`config.mk`:
```
export PLATFORM = sky130hd
export DESIGN_NAME = vga_scan_ctrl
export DESIGN_NICKNAME = d
export VERILOG_FILES = /design/src/rtl/vga_timing_pkg.sv /design/src/rtl/vga_tick_div.sv /design/src/rtl/vga_scan_ctrl.sv
export SDC_FILE = /design/constraint.sdc
export NUM_CORES = 1
export LEC_CHECK = 0
export ABC_AREA = 1
export CAP_MARGIN = 20
export CORE_UTILIZATION = 54
export CTS_BUF_LIST = sky130_fd_sc_hd__clkbuf_4 sky130_fd_sc_hd__clkbuf_8 sky130_fd_sc_hd__clkbuf_16
export CTS_CLUSTER_SIZE = 10
export DETAILED_ROUTE_END_ITERATION = 10
export PLACE_DENSITY = 0.87
export REMOVE_ABC_BUFFERS = 1
export SYNTH_ARGS = -nofsm -noshare
export SYNTH_HDL_FRONTEND = slang
export SYNTH_SLANG_ARGS = --single-unit
```
`constraint.sdc`:
```
create_clock -name clk_d -period 3.6 [get_ports clk_d]
set_input_delay 1.08 -clock clk_d [delete_from_list [all_inputs] [get_ports clk_d]]
set_output_delay 1.08 -clock clk_d [all_outputs]
set_load 0.02 [all_outputs]
```
`src/rtl/vga_timing_pkg.sv`:
```
// Shared timing constants and types for the VGA scan path.
// Defaults describe 640x480@60; the top accepts overrides.
package vga_timing_pkg;

  localparam int CLK_DIV_DEF = 4;

  localparam int H_DISP_DEF = 640;
  localparam int H_FP_DEF   = 16;
  localparam int H_SYNC_DEF = 96;
  localparam int H_BP_DEF   = 48;

  localparam int V_DISP_DEF = 480;
  localparam int V_FP_DEF   = 10;
  localparam int V_SYNC_DEF = 2;
  localparam int V_BP_DEF   = 33;

  localparam int H_TOTAL =
    H_DISP_DEF + H_FP_DEF + H_SYNC_DEF + H_BP_DEF;
  localparam int V_TOTAL =
    V_DISP_DEF + V_FP_DEF + V_SYNC_DEF + V_BP_DEF;

  localparam int H_SYNC_START = H_DISP_DEF + H_FP_DEF;
  localparam int H_SYNC_END   = H_SYNC_START + H_SYNC_DEF - 1;
  localparam int V_SYNC_START = V_DISP_DEF + V_FP_DEF;
  localparam int V_SYNC_END   = V_SYNC_START + V_SYNC_DEF - 1;

  typedef enum logic [1:0] {
    IDLE,
    RUN,
    DRAIN
  } state_t;

  typedef logic [1:0] mode_t;

endpackage

```
`src/rtl/vga_tick_div.sv`:
```
// Pixel-rate divider: one-cycle p_tick every CLK_DIV clocks.
// pre_tick announces next cycle's tick so the top can register alongside it.
module vga_tick_div #(
  parameter int CLK_DIV = 4
) (
  input  logic clk_d,
  input  logic reset_n,
  input  logic run,
  output logic p_tick,
  output logic pre_tick
);

  localparam int W = $clog2(CLK_DIV);
  localparam logic [W-1:0] LAST = W'(CLK_DIV - 1);

  logic [W-1:0] div_cnt;
  logic [W-1:0] div_nxt;

  always_comb begin
    div_nxt = '0;
    if (run && div_cnt != LAST) begin
      div_nxt = div_cnt + W'(1);
    end
    pre_tick = run && (div_nxt == LAST);
  end

  always_ff @(posedge clk_d or negedge reset_n) begin
    if (!reset_n) begin
      div_cnt <= '0;
      p_tick  <= 1'b0;
    end else begin
      div_cnt <= div_nxt;
      p_tick  <= pre_tick;
    end
  end

endmodule

```
`src/rtl/vga_scan_ctrl.sv`:
```
// VGA scan controller: FSM, x/y scan counters, sync decode, mode latch.
// All outputs are registered from next-state values, so they never skew.
module vga_scan_ctrl
  import vga_timing_pkg::*;
#(
  parameter int CLK_DIV = CLK_DIV_DEF,
  parameter int H_DISP  = H_DISP_DEF,
  parameter int H_FP    = H_FP_DEF,
  parameter int H_SYNC  = H_SYNC_DEF,
  parameter int H_BP    = H_BP_DEF,
  parameter int V_DISP  = V_DISP_DEF,
  parameter int V_FP    = V_FP_DEF,
  parameter int V_SYNC  = V_SYNC_DEF,
  parameter int V_BP    = V_BP_DEF
) (
  input  logic       clk_d,
  input  logic       reset_n,
  input  logic       en,
  input  mode_t      mode_in,
  output mode_t      mode_out,
  output logic       p_tick,
  output logic [9:0] pixel_x,
  output logic [9:0] pixel_y,
  output logic       video_on,
  output logic       hsync,
  output logic       vsync,
  output logic       frame_start
);

  localparam logic [9:0] H_LAST =
    10'(H_DISP + H_FP + H_SYNC + H_BP - 1);
  localparam logic [9:0] V_LAST =
    10'(V_DISP + V_FP + V_SYNC + V_BP - 1);
  localparam logic [9:0] H_VIS  = 10'(H_DISP);
  localparam logic [9:0] V_VIS  = 10'(V_DISP);
  localparam logic [9:0] HS_BEG = 10'(H_DISP + H_FP);
  localparam logic [9:0] HS_END = 10'(H_DISP + H_FP + H_SYNC - 1);
  localparam logic [9:0] VS_BEG = 10'(V_DISP + V_FP);
  localparam logic [9:0] VS_END = 10'(V_DISP + V_FP + V_SYNC - 1);

  state_t     state;
  state_t     state_nxt;
  logic [9:0] x_nxt;
  logic [9:0] y_nxt;
  logic       run;
  logic       pre_tick;
  logic       wrap;
  logic       active;
  logic       latch;

  assign run = (state != IDLE);

  vga_tick_div #(
    .CLK_DIV (CLK_DIV)
  ) u_div (
    .clk_d    (clk_d),
    .reset_n  (reset_n),
    .run      (run),
    .p_tick   (p_tick),
    .pre_tick (pre_tick)
  );

  always_comb begin
    wrap = p_tick && (pixel_x == H_LAST) && (pixel_y == V_LAST);
    state_nxt = state;
    unique case (state)
      IDLE: begin
        if (en) state_nxt = RUN;
      end
      RUN: begin
        // en dropping on the final tick skips DRAIN entirely
        if (!en) state_nxt = wrap ? IDLE : DRAIN;
      end
      DRAIN: begin
        if (en) state_nxt = RUN;
        else if (wrap) state_nxt = IDLE;
      end
      default: state_nxt = IDLE;
    endcase
  end

  always_comb begin
    x_nxt = pixel_x;
    y_nxt = pixel_y;
    if (state == IDLE) begin
      x_nxt = '0;
      y_nxt = '0;
    end else if (p_tick) begin
      if (pixel_x == H_LAST) begin
        x_nxt = '0;
        y_nxt = (pixel_y == V_LAST) ? '0 : pixel_y + 10'd1;
      end else begin
        x_nxt = pixel_x + 10'd1;
      end
    end
    active = (state_nxt != IDLE);
    latch  = ((state == IDLE) && en) || wrap;
  end

  always_ff @(posedge clk_d or negedge reset_n) begin
    if (!reset_n) begin
      state       <= IDLE;
      pixel_x     <= '0;
      pixel_y     <= '0;
      video_on    <= 1'b0;
      hsync       <= 1'b1;
      vsync       <= 1'b1;
      frame_start <= 1'b0;
      mode_out    <= '0;
    end else begin
      state       <= state_nxt;
      pixel_x     <= x_nxt;
      pixel_y     <= y_nxt;
      video_on    <= active && (x_nxt < H_VIS) && (y_nxt < V_VIS);
      hsync       <= !(active && x_nxt >= HS_BEG && x_nxt <= HS_END);
      vsync       <= !(active && y_nxt >= VS_BEG && y_nxt <= VS_END);
      frame_start <= active && pre_tick && x_nxt == '0 && y_nxt == '0;
      if (latch) mode_out <= mode_in;
    end
  end

endmodule
```
# Yosys cells after proc, flatten, opt, wreduce, memory -nomap -nowiden
# Index checks and enable logic that the tools add are counted.
# word_totals
reg_bits	31
inputBits	5
out_inout_bits	27
elab_cells	61
# op_classes
n_addsub	3
order_cmp	6
eq_ne	6
muxes	14
n_reduce_logical	22
# op_table
cell	count
10-bit two-way mux	7
10-bit by 1-bit adder with 10-bit output, second input constant	2
10-bit equality test, second input constant	2
10-bit zero test	2
1-bit logical AND	14
2-bit two-way mux	6
10-bit greater-or-equal comparator, second input constant	1
10-bit by 9-bit greater-or-equal comparator with 1-bit output, second input constant	1
10-bit less-or-equal comparator, second input constant	1
10-bit by 9-bit less-or-equal comparator with 1-bit output, second input constant	1
10-bit < comparator, second input constant	1
10-bit by 9-bit < comparator with 1-bit output, second input constant	1
2-bit case mux with 3 select lines	1
2-bit equality test, second input constant	2
2-bit nonzero test	2
2-bit by 1-bit adder with 2-bit output, second input constant	1
2-bit by 1-bit equality test with 1-bit output, second input constant	1
1-bit zero test	2
2-bit zero test	1
2-bit inequality test, second input constant	1
1-bit logical OR	1

# Longest topological paths before layout
# logic_depth
word_depth	10
mapped_depth	14
depth_no_buf	14

# By module
# From an unflattened synthesis, not the netlist that was laid out.
# hier_totals
cells_unflattened	269
area_unflattened_um2	1931.9
# by_module_without_submodules
module	n_inst	cells_each	area_each_um2	seq_area_each_um2
vga_scan_ctrl	1	259	1813.0	703.2
vga_tick_div	1	10	118.9	75.1

# Worst setup path before layout
# Ideal clock, no wire load.
# synth_path
path_type	register to register
startpoint	register pixel_y[0]
endpoint	register video_on
setup_ns	0.117
arrival_ns	1.654
required_time_ns	3.483
path_slack_ns	1.829
path_stages_with_launch	13
n_path_buf	0
synth_period_minus_slack_ns	1.771
cell_sequence	dfrtp_1 -> inv_1 -> ha_1 -> nand2_1 -> nor2_1 -> nand3_1 -> nor2_4 -> nor2_4 -> nand3_2 -> nor2_2 -> nand2_1 -> nor2_1 -> nor2_1
# synth_between
elab_chain_cells	8
word_cells_on_any_way	16
classes_between	add/sub (1); order compare (1); eq/ne (1); mux (9); reduce/logical (4)
# synth_lines
element	line_no	text
from (decl)	vga_scan_ctrl.sv:23	output logic [9:0] pixel_y,
from (signal assigned)	vga_scan_ctrl.sv:113	pixel_y <= y_nxt;
branches (longest 7 deep; another with 10-bit by 1-bit adder with 10-bit output)	n/a	
1-bit logical AND *	vga_scan_ctrl.sv:114	video_on <= active && (x_nxt < H_VIS) && (y_nxt < V_VIS);
to (signal assigned)	vga_scan_ctrl.sv:114	
to (decl)	vga_scan_ctrl.sv:24	output logic video_on,
# Every way passes the cells marked *.
# A chain may end at the register's enable or synchronous reset.

# Worst setup path in the final report
# layout_path
startpoint	register u_div.p_tick
endpoint	output port p_tick
# layout_lines
element	line_no	text
from (decl)	vga_tick_div.sv:9	output logic p_tick,
from (signal assigned)	vga_tick_div.sv:33	p_tick <= pre_tick;
to (decl)	vga_scan_ctrl.sv:21	output logic p_tick,
# No word-level cell between the ends.

==> impl_metrics.xml <==
<?xml version="1.0" encoding="UTF-8"?>
<metrics>
  <group name="clock_tree">
    <metric name="clkLatencyLatePin" unit="ns">0.35</metric>
    <metric name="cts-root-buf" unit="">sky130_fd_sc_hd__clkbuf_4</metric>
    <metric name="cts_hold_buf" unit="">0</metric>
    <metric name="cts.clk_slew.worst_paths" unit="ns">0.10</metric>
    <metric name="cts_resized" unit="">0</metric>
    <metric name="ctsHtreeMaxLevel" unit="">2</metric>
    <metric name="clkSinkCount" unit="">31</metric>
    <metric name="cts_buf_count" unit="">5</metric>
    <metric name="post_cts.repair.setup_buffers" unit="">0</metric>
    <metric name="tritoncts" unit="">yes</metric>
    <metric name="clock_tree.buffer_depth" unit="">2</metric>
  </group>
  <group name="power">
    <metric name="peakVddDrop" unit="mV">0.2952</metric>
    <metric name="total_power_consumption_of_the_routed_design" unit="µW">782.1</metric>
    <metric name="power.leakage" unit="nW">1.132</metric>
    <metric name="power_density" unit="mW/mm²">333.0</metric>
  </group>
  <group name="placement">
    <metric name="dpl.hpwl" unit="µm">3433</metric>
    <metric name="gpl.final_weighted_congestion" unit="">0.9270</metric>
    <metric name="port-buffer-count" unit="">31</metric>
  </group>
  <group name="yosys">
    <metric name="synth.cell_area" unit="mm²">0.001923</metric>
    <metric name="synth-edff-count" unit="">0</metric>
    <metric name="main_area_contributors_after_synthesis" unit="">sky130_fd_sc_hd__dfrtp_1 38%, sky130_fd_sc_hd__nand2_1 14%, sky130_fd_sc_hd__inv_1 8.2%</metric>
    <metric name="seq_cells_post_synth" unit="">31</metric>
    <metric name="seq_area_frac_synth" unit="%">40.47</metric>
    <metric name="synth.avg_cell_area" unit="µm²">7.149</metric>
    <metric name="post_synth_most_frequent_cells" unit="">73 x sky130_fd_sc_hd__nand2_1, 42 x sky130_fd_sc_hd__inv_1, 37 x sky130_fd_sc_hd__nor2_1</metric>
    <metric name="ys_warn_count" unit="">0</metric>
    <metric name="gate_count_post_synth" unit="">269</metric>
    <metric name="synth.lib_cells_used.distinct" unit="">29</metric>
    <metric name="synth_flop_type" unit="">sky130_fd_sc_hd__dfrtp_1</metric>
    <metric name="synth.largest_area_cell" unit="">sky130_fd_sc_hd__dfrtp_1</metric>
    <metric name="post-synth-top-count-cell" unit="">sky130_fd_sc_hd__nand2_1</metric>
    <metric name="async_reset_ff_share" unit="%">100.0</metric>
    <metric name="synth.top_cell.area_share" unit="%">37.74</metric>
  </group>
  <group name="floorplan">
    <metric name="ios" unit="">32</metric>
    <metric name="die-width" unit="µm">61.68</metric>
    <metric name="core-area" unit="mm²">0.003363</metric>
    <metric name="initial_core_util" unit="%">57.18</metric>
    <metric name="dieHeight" unit="µm">61.68</metric>
    <metric name="rows" unit="">21</metric>
    <metric name="die_footprint" unit="mm²">0.003804</metric>
  </group>
  <group name="sta">
    <metric name="period_share" unit="%">72.94</metric>
    <metric name="grt_setup_unrepaired" unit="">no</metric>
    <metric name="finalWorstPathRequiredPeriod" unit="ns">2.626</metric>
    <metric name="maxSlewViolCount" unit="">0</metric>
    <metric name="setup_tns_after_final_layout" unit="ns">0</metric>
    <metric name="fmaxAchievable" unit="GHz">0.3808</metric>
    <metric name="hold_viol_final" unit="">0</metric>
    <metric name="worst_pin_slew" unit="ns">0.4601</metric>
    <metric name="final.setup_skew" unit="ns">0.01300</metric>
    <metric name="timing.max_slew.rel_slack" unit="%">69.29</metric>
    <metric name="finalSetupViolations" unit="">0</metric>
  </group>
  <group name="worst_setup_path">
    <metric name="setup_slack_on_the_worst_flop_to_flop_path" unit="ns">1.64</metric>
    <metric name="timing.critical_path.slowest_cell_delay" unit="ns">0.67</metric>
    <metric name="r2r-end" unit="">vsync$_DFF_PN1_</metric>
    <metric name="worst-endpoint-required" unit="ns">2.52</metric>
    <metric name="rr_worst_depth" unit="">11</metric>
    <metric name="critPathCaptureType" unit="">output pin</metric>
    <metric name="crit_buf_inv" unit="">1</metric>
    <metric name="crit_arrival" unit="ns">1.55</metric>
    <metric name="timing.setup.critical_path_class" unit="">register to output pin</metric>
    <metric name="critical-path-top-delay-family" unit="">buffers and inverters</metric>
    <metric name="cp_max_fo" unit="">9</metric>
    <metric name="cp_slowest_cell" unit="">sky130_fd_sc_hd__clkdlybuf4s50_1</metric>
    <metric name="setup.worst_path.start_class" unit="">register</metric>
    <metric name="path_cells" unit="">clkdlybuf4s50_1</metric>
    <metric name="r2r_start" unit="">pixel_x[0]$_DFF_PN0_</metric>
  </group>
  <group name="route">
    <metric name="antenna_violating_nets_post_route" unit="">0</metric>
    <metric name="drtPass1Iterations" unit="">5</metric>
    <metric name="detail_route.wl_per_cell" unit="µm">12.65</metric>
    <metric name="drt-vias-per-instance" unit="">5.150</metric>
    <metric name="drt_drc_violations_left" unit="">0</metric>
    <metric name="drt_wl_total" unit="µm">4477</metric>
    <metric name="first_iter_violations" unit="">86</metric>
    <metric name="vias" unit="">1823</metric>
  </group>
  <group name="worst_hold_path">
    <metric name="timing.hold.worst_path_depth" unit="">1</metric>
    <metric name="hold_path_end" unit="">u_div.div_cnt[0]$_DFF_PN0_</metric>
    <metric name="min_from" unit="">u_div.div_cnt[0]$_DFF_PN0_</metric>
    <metric name="worstHoldPathType" unit="">register to register</metric>
  </group>
  <group name="grt">
    <metric name="grt_remaining_overflow" unit="">0</metric>
    <metric name="largest_net_degree_at_the_start_of_global_routing" unit="">32</metric>
    <metric name="grt_pass1_vias" unit="">1541</metric>
    <metric name="grtUsageTotal" unit="%">25.88</metric>
    <metric name="grt_antenna_before_repair" unit="">0</metric>
    <metric name="grt_pass1_wl" unit="µm">7010</metric>
  </group>
  <group name="layout">
    <metric name="area_growth" unit="%">22.12</metric>
    <metric name="fill_cells" unit="">307</metric>
    <metric name="finish.net_count" unit="">316</metric>
    <metric name="layout-drive-gt1-share" unit="%">12.66</metric>
    <metric name="diodes" unit="">0</metric>
  </group>
  <group name="run">
    <metric name="max_cap_viols" unit="">0</metric>
  </group>
  <group name="status">
    <metric name="result_of_the_run" unit="">finished clean</metric>
  </group>
</metrics>
-- worst max-delay path by stage --
stage / start / to / slack, ns / cells past startpoint
detailed placement: en / vsync$_DFF_PN1_ / 1.33 / 9
CTS: u_div.p_tick$_DFF_PN0_ / p_tick / 0.97 / 1
finish: u_div.p_tick$_DFF_PN0_ / p_tick / 0.97 / 1
global placement: en / vsync$_DFF_PN1_ / 1.38 / 9
global route: u_div.p_tick$_DFF_PN0_ / p_tick / 0.91 / 1
floorplan: pixel_y[0]$_DFF_PN0_ / video_on$_DFF_PN0_ / 1.83 / 12
-- stage by stage --
step	hold WS [ns]	setup WS (ns)	utilization [%]	cells	cell area, µm²
4_1_cts	0.4622	0.9730	69.83	354	2349
3_5_place_dp	0.4468	1.328	68.12	346	2291
3_3_place_gp	0.4401	1.377	68.12	346	2291
6_report	0.4592	0.9741	69.83	354	2349
2_1_floorplan	0.4267	1.829	-	268	1916
5_1_grt	0.4818	0.9115	69.83	354	2349
-- cell type report --
cell class	count	area (µm²)	share of cell area [%]
multi-input combinational	188	953.4	40.60
sequential	31	778.2	33.14
timing repair buffer	32	317.8	13.53
tap	46	57.56	2.451
inverter	49	183.9	7.832
clock inverter	3	20.02	0.8524
clock buffer	5	37.54	1.598
-- kinds of logic after synthesis --
kind of cell               synth area share (%)
xor gates and xnor gates                 0.4555
adders and majority gates                 2.603
and+or+nand+nor                           41.25
buffers and inverters                     9.954
AOI/OAI and AO/OA                         4.099
muxes                                     1.171
DFF                                       40.47
-- sequential cells by signal, indices dropped and copies added, names as in the netlist --
signal and cells:
vsync 1, hsync 1, pixel_y 10, u_div.p_tick 1, pixel_x 10, frame_start 1
video_on 1, mode_out 2, state 2, u_div.div_cnt 2
-- report_power, final --
| part | leakage [nW] | internal [mW] | switching, mW | total [mW] |
|---|---|---|---|---|
| Sequential | 0.412 | 0.376 | 0.0253 | 0.402 |
| Clock | 0.0272 | 0.0744 | 0.139 | 0.213 |
| Combinational | 0.693 | 0.0716 | 0.0955 | 0.167 |
-- layer usage --
metal | vias to the layer above | global-route usage [%] | share of wire [%]
met1 | 831 | 36.44 | 46
met3 | 11 | 5.672 | 6.5
met4 | 0 | 8.889 | 1.6
li1 | 918 | - | -
met5 | - | 0 | 0
met2 | 63 | 39.48 | 46
-- cell usage in the layout (no fill, tap or decap), types with 2 or more instances in the layout --
cell and n:
sky130_fd_sc_hd__dfstp_2 2, sky130_fd_sc_hd__nor2_1 37, sky130_fd_sc_hd__nand3_1 28, sky130_fd_sc_hd__nand4_1 7, sky130_fd_sc_hd__o31ai_1 2, sky130_fd_sc_hd__clkbuf_4 5, sky130_fd_sc_hd__inv_1 42, sky130_fd_sc_hd__nor2_2 6
sky130_fd_sc_hd__a21oi_1 3, sky130_fd_sc_hd__nand2_1 73, sky130_fd_sc_hd__inv_2 6, sky130_fd_sc_hd__clkdlybuf4s50_1 31, sky130_fd_sc_hd__nand3_2 4, sky130_fd_sc_hd__nor3_1 3, sky130_fd_sc_hd__clkinvlp_4 2, sky130_fd_sc_hd__mux2_2 2
sky130_fd_sc_hd__dfrtp_1 29, sky130_fd_sc_hd__nor2_4 4, sky130_fd_sc_hd__o21ai_0 4, sky130_fd_sc_hd__o21ai_1 2, sky130_fd_sc_hd__ha_1 4
(Power assumes the default switching activity.)
